[config.mk]
export PLATFORM = sky130hd
export DESIGN_NAME = pmem_arbiter
export DESIGN_NICKNAME = d
export VERILOG_FILES = /design/src/rtl/pmem_arbiter_pkg.sv /design/src/rtl/pmem_arbiter.sv
export SDC_FILE = /design/constraint.sdc
export NUM_CORES = 1
export LEC_CHECK = 0
export CAP_MARGIN = 5
export CORE_AREA = 2 2 275 277
export DETAILED_ROUTE_END_ITERATION = 12
export DIE_AREA = 0 0 277 279
export GPL_ROUTABILITY_DRIVEN = 0
export GPL_TIMING_DRIVEN = 0
export REMOVE_ABC_BUFFERS = 1
export SYNTH_ARGS = -nofsm -noshare
export SYNTH_HDL_FRONTEND = slang
export SYNTH_SLANG_ARGS = --single-unit
[constraint.sdc]
create_clock -name clk -period 4.6 [get_ports clk]
set_input_delay 1.38 -clock clk [delete_from_list [all_inputs] [get_ports clk]]
set_output_delay 1.38 -clock clk [all_outputs]
set_load 0.01 [all_outputs]
[src/rtl/pmem_arbiter_pkg.sv]
// Shared types for the physical-memory arbiter: LC-3b word/line types,
// the arbiter state encoding and the round-robin grant owner.
package pmem_arbiter_pkg;

  typedef logic [15:0]  lc3b_word;
  typedef logic [127:0] lc3b_c_block;

  typedef enum logic [2:0] {
    ARB_IDLE = 3'd0,
    ARB_I_RD = 3'd1,
    ARB_D_RD = 3'd2,
    ARB_D_WR = 3'd3,
    ARB_GAP  = 3'd4
  } lc3b_arb_state;

  typedef enum logic {
    GRANT_I = 1'b0,
    GRANT_D = 1'b1
  } arb_grant_e;

endpackage

[src/rtl/pmem_arbiter.sv]
// Arbiter sharing one physical-memory port between the L1 I-cache and the
// L1 D-cache. One line transaction is in flight at a time; the command to
// memory comes from registers so it stays stable for the whole access.
// A one-cycle GAP after every response keeps a cache that has not yet
// dropped its request from being served twice.
module pmem_arbiter
  import pmem_arbiter_pkg::*;
#(
  parameter int ADDR_W = 16,
  parameter int LINE_W = 128
) (
  input  logic              clk,
  input  logic              rst_n,

  input  logic              icache_pmem_read,
  input  logic [ADDR_W-1:0] icache_pmem_address,
  output logic              icache_pmem_resp,
  output logic [LINE_W-1:0] icache_pmem_rdata,

  input  logic              dcache_pmem_read,
  input  logic              dcache_pmem_write,
  input  logic [ADDR_W-1:0] dcache_pmem_address,
  input  logic [LINE_W-1:0] dcache_pmem_wdata,
  output logic              dcache_pmem_resp,
  output logic [LINE_W-1:0] dcache_pmem_rdata,

  output logic              pmem_read,
  output logic              pmem_write,
  output logic [ADDR_W-1:0] pmem_address,
  output logic [LINE_W-1:0] pmem_wdata,
  input  logic [LINE_W-1:0] pmem_rdata,
  input  logic              pmem_resp,

  output logic              busy
);

  lc3b_arb_state     state_q, state_d;
  arb_grant_e        last_grant_q, last_grant_d;
  logic              lock_q, lock_d;
  logic              pmem_read_q, pmem_read_d;
  logic              pmem_write_q, pmem_write_d;
  logic [ADDR_W-1:0] pmem_address_q, pmem_address_d;
  logic [LINE_W-1:0] pmem_wdata_q, pmem_wdata_d;

  logic              d_req;
  logic              i_req;
  logic              pick_dcache;

  assign d_req = dcache_pmem_read | dcache_pmem_write;
  assign i_req = icache_pmem_read;

  // D wins when alone, when I was served last, or when a just-finished
  // write-back still owes its paired fill (the lock).
  assign pick_dcache = d_req &&
                       (!i_req ||
                        (last_grant_q == GRANT_I) ||
                        (lock_q && dcache_pmem_read));

  // Next-state and command-register update for the arbiter FSM.
  always_comb begin
    state_d        = state_q;
    last_grant_d   = last_grant_q;
    lock_d         = lock_q;
    pmem_read_d    = pmem_read_q;
    pmem_write_d   = pmem_write_q;
    pmem_address_d = pmem_address_q;
    pmem_wdata_d   = pmem_wdata_q;

    case (state_q)
      ARB_IDLE: begin
        if (pick_dcache) begin
          // Write-back is always issued before a fill from the same cache.
          state_d        = dcache_pmem_write ? ARB_D_WR : ARB_D_RD;
          pmem_read_d    = !dcache_pmem_write;
          pmem_write_d   = dcache_pmem_write;
          pmem_address_d = dcache_pmem_address;
          pmem_wdata_d   = dcache_pmem_wdata;
          last_grant_d   = GRANT_D;
          lock_d         = 1'b0;
        end else if (i_req) begin
          state_d        = ARB_I_RD;
          pmem_read_d    = 1'b1;
          pmem_write_d   = 1'b0;
          pmem_address_d = icache_pmem_address;
          pmem_wdata_d   = '0;
          last_grant_d   = GRANT_I;
          lock_d         = 1'b0;
        end
      end

      ARB_I_RD, ARB_D_RD, ARB_D_WR: begin
        if (pmem_resp) begin
          state_d      = ARB_GAP;
          pmem_read_d  = 1'b0;
          pmem_write_d = 1'b0;
          // An eviction is normally followed by its fill; keep that pair together.
          if (state_q == ARB_D_WR) begin
            lock_d = 1'b1;
          end
        end
      end

      ARB_GAP: begin
        state_d = ARB_IDLE;
      end

      default: begin
        state_d = ARB_IDLE;
      end
    endcase
  end

  // State and command registers; reset abandons any in-flight access.
  always_ff @(posedge clk) begin
    if (!rst_n) begin
      state_q        <= ARB_IDLE;
      last_grant_q   <= GRANT_I;
      lock_q         <= 1'b0;
      pmem_read_q    <= 1'b0;
      pmem_write_q   <= 1'b0;
      pmem_address_q <= '0;
      pmem_wdata_q   <= '0;
    end else begin
      state_q        <= state_d;
      last_grant_q   <= last_grant_d;
      lock_q         <= lock_d;
      pmem_read_q    <= pmem_read_d;
      pmem_write_q   <= pmem_write_d;
      pmem_address_q <= pmem_address_d;
      pmem_wdata_q   <= pmem_wdata_d;
    end
  end

  assign pmem_read    = pmem_read_q;
  assign pmem_write   = pmem_write_q;
  assign pmem_address = pmem_address_q;
  assign pmem_wdata   = pmem_wdata_q;
  assign busy         = (state_q != ARB_IDLE);

  // Completion goes only to the owner of the current access; a stray
  // strobe in IDLE or GAP reaches neither cache.
  assign icache_pmem_resp  = pmem_resp && (state_q == ARB_I_RD);
  assign dcache_pmem_resp  = pmem_resp && ((state_q == ARB_D_RD) || (state_q == ARB_D_WR));
  assign icache_pmem_rdata = pmem_rdata;
  assign dcache_pmem_rdata = pmem_rdata;

endmodule

==> metrics.txt, run 1 <==
CP startpoint kind=input port; status=completed; Final ANT Viol Nets=0; die width=around 280 um; Yosys cell types=29; Post-CTS Resized=0; Fmax=239 MHz; Clock Latency Late Sink=roughly 0.5 ns; die area=0.0773 mm^2; number of synthesized flops with an enable pin=0; Finished Layout Cells=between 1500 and 2000; I/O Pins=699; post-detail-place hpwl=approximately 67000 um; mux share of post-synthesis cell area=0; Rows=100; drt drc=0; hold buffers post-CTS=0; global-route wire length before repair=94500 um; Synth Register Bits=151; LEAKAGE=roughly 3.5 nW; Die Height=279 um; CTS tree=yes; Congestion Overflow GR=0; kind of critical path=input port to output port; vias in the first global route=6674; Rel. slew slack=0.390; worst hold path class=register to register; Reg clk slew, reported paths=0.06 ns; Syn Inst Count=962; simple-gate share of the synthesized area=0.149; Clock Path Buffers=2; Compound-Gate Fraction of Synth Area=0.159; largest family of logic cells by synthesized area=buffers and inverters; Area Overhead vs Synth=38.2%; RSZ-0062 raised after global routing=false; Total Nets Final=1273; arrival time worst endpoint=2.80 ns; share of synthesized registers carrying an async set or reset=0; gr usage total=0.198; antenna violations before repair=7; Final setup viols=0; post-layout min period=between 4 and 5 ns; Initial DRC Count=405; CP Capture Type=output port; setup skew after layout=0.0192 ns; IR drop worst, VDD=about 0.24 mV; layout cells sized above 1=0.0504; Worst path max stage delay=0.54 ns; Least-Margin Pin Slew=0.913 ns; cell repeated most along the worst path=clkdlybuf4s50_1; max_cap viols=0; Post-CTS Setup Inserts=0; fin. max-slew vios=0; root buffer cell=clkbuf_16; Yosys top cell by area=dfxtp_1; Synth Area in XOR/XNOR=0; Main synth FF type=dfxtp_1; setup_tns=0 ns; Final period util=0.910; CP required=3.22 ns; Power per Cell Area=~420 mW/mm^2; Num Clock Sinks=roughly 150; Synth warnings=0; CTS buffer count=17; Worst Path Max Fanout=3; Inst Count DP=between 1500 and 2000; detailed-router iteration count before antenna repair=5; vias per std cell=roughly 3.7; CP delay by family, top=buffers and inverters; critical path, cell by cell=clkdlybuf4s50_1 -> nor2b_1 -> nand2_1 -> nor2_1 -> clkdlybuf4s50_1; sequential share of the synthesized area=0.393; Post-Route WL=roughly 78000 um; CTS H-tree lvls=4; Core ar.=0.0741 mm^2; Fin. Hold Viols=0; Syn Area/Cell=~8 um^2; slowest stage cell, crit path=clkdlybuf4s50_1; Synth area leaders=dfxtp_1 (39%), buf_4 (27%), nand2_1 (13%); number of port buffers=314; CP Buf/Inv Count=2; initial core utilization=0.104; post-synth top area share=0.393; largest net degree at the start of global routing=146; Mapped Area=between 0.007 and 0.008 mm^2; total power=~4.5 mW; total number of vias=around 7300; routed len/inst=39.8 um; Synth Area in Adders=0
==> per-layer routing <==
layer | track usage | up-vias | part of all wire | wire length [um]
met5 | 0.139 | - | 0.018 | 1380
met4 | 0.0539 | 26 | 0.022 | 1740
met3 | 0.250 | 90 | 0.27 | 20800
met2 | 0.284 | 929 | 0.41 | 32100
met1 | 0.157 | 3300 | 0.28 | 22100
li1 | - | 3003 | - | -
==> worst paths after layout <==
kind | startpoint | to | slack [ns] | cells after the start
setup / recovery | pmem_resp | icache_pmem_resp | 0.42 | 5
hold / removal | pmem_wdata[88]$_SDFFE_PN0P_ | pmem_wdata[88]$_SDFFE_PN0P_ | 0.46 | 2
setup reg to reg | state_q[1]$_SDFFE_PN0P_ | pmem_wdata[42]$_SDFFE_PN0P_ | 1.78 | 6
hold reg to reg | pmem_wdata[88]$_SDFFE_PN0P_ | pmem_wdata[88]$_SDFFE_PN0P_ | 0.46 | 2
==> through the flow <==
step	hold WS (ns)	utilization	cell area [um^2]	worst slack [ns]
5_1_grt	0.485	0.143	10600	0.350
3_5_place_dp	0.458	0.135	10000	0.416
3_3_place_gp	0.452	0.132	9760	-7.96
6_report	0.464	0.143	10600	0.416
4_1_cts	0.467	0.143	10600	0.411
2_1_floorplan	0.490	-	5410	0.0752
==> placed cells by master, fill, tap and decap left out, types with 2 or more instances in the layout <==
master | synthesis | final
a21oi_1 | 21 | 21
a221oi_1 | 2 | 2
a311oi_1 | 16 | 16
and2_1 | 2 | 2
buf_12 | 0 | 5
buf_16 | 0 | 5
clkbuf_16 | 0 | 17
clkdlybuf4s50_1 | 0 | 313
clkinv_8 | 0 | 3
dfxtp_1 | 151 | 151
inv_1 | 2 | 2
inv_6 | 0 | 4
inv_8 | 0 | 4
nand2_1 | 262 | 262
nand3_1 | 16 | 16
nor2_1 | 3 | 3
nor3_1 | 2 | 2
o21ai_0 | 17 | 17
o22ai_1 | 128 | 128
==> worst min-delay path: cells and delay by family (launching register included) <==
| family | cells | cell delay (ns) |
|---|---|---|
| flops | 1 | 0.31 |
| compound gates | 1 | 0.06 |
| simple gates | 1 | 0.05 |
==> sequential cells by signal, summed over array words and instances, names as in the netlist <==
| signal | count |
|---|---|
| pmem_read | 1 |
| pmem_write | 1 |
| lock_q | 1 |
| pmem_wdata | 128 |
| pmem_address | 16 |
| last_grant_q | 1 |
| state_q | 3 |
==> synthesized netlist by cell type, types with 2 or more instances <==
| cell type | count |
|---|---|
| a311oi_1 | 16 |
| inv_1 | 2 |
| nor3_2 | 2 |
| nand2_1 | 262 |
| nor3_1 | 2 |
| dfxtp_1 | 151 |
| o21ai_0 | 17 |
| nand3_1 | 16 |
| buf_2 | 13 |
| and2_1 | 2 |
| o22ai_1 | 128 |
| a221oi_1 | 2 |
| buf_4 | 276 |
| clkbuf_1 | 36 |
| a21oi_1 | 21 |
| nor2_1 | 3 |
==> cell type report <==
type,count,area (um^2)
clock buffer,17,425
tap,969,1210
multi-input combinational,482,2390
sequential,151,3020
clock inverter,15,180
timing repair buffer,324,3390
fill,8481,63400
antenna,1,2.50
inverter,3,11.3
==> power by group <==
part | switching [mW] | leakage [nW] | internal [mW]
registers | 0.100 | 1.24 | 1.49
logic | 0.712 | 1.98 | 0.656
clock network | 0.750 | 0.295 | 0.779
total | 1.56 | 3.51 | 2.93
==> cells by family (layout without fill, tap and decap cells) <==
logic type | Yosys count | after routing
AOI/OAI and AO/OA | 191 | 191
buffers and inverters | 329 | 359
DFF | 151 | 151
other | 0 | 1
and+or+nand+nor | 291 | 291
No activity file was read; power rests on OpenSTA's default activity.
==> inputs of run 2 (changes only) <==
--- a/config.mk
+++ b/config.mk
@@ -7,6 +7,7 @@
 export LEC_CHECK = 0
 export CAP_MARGIN = 5
 export CORE_AREA = 2 2 275 277
+export CTS_BUF_LIST = sky130_fd_sc_hd__clkbuf_16
 export DETAILED_ROUTE_END_ITERATION = 12
 export DIE_AREA = 0 0 277 279
 export GPL_ROUTABILITY_DRIVEN = 0
==> results of run 2 <==
Same layout as run 1: the final DEF is identical, and so are final timing and power.
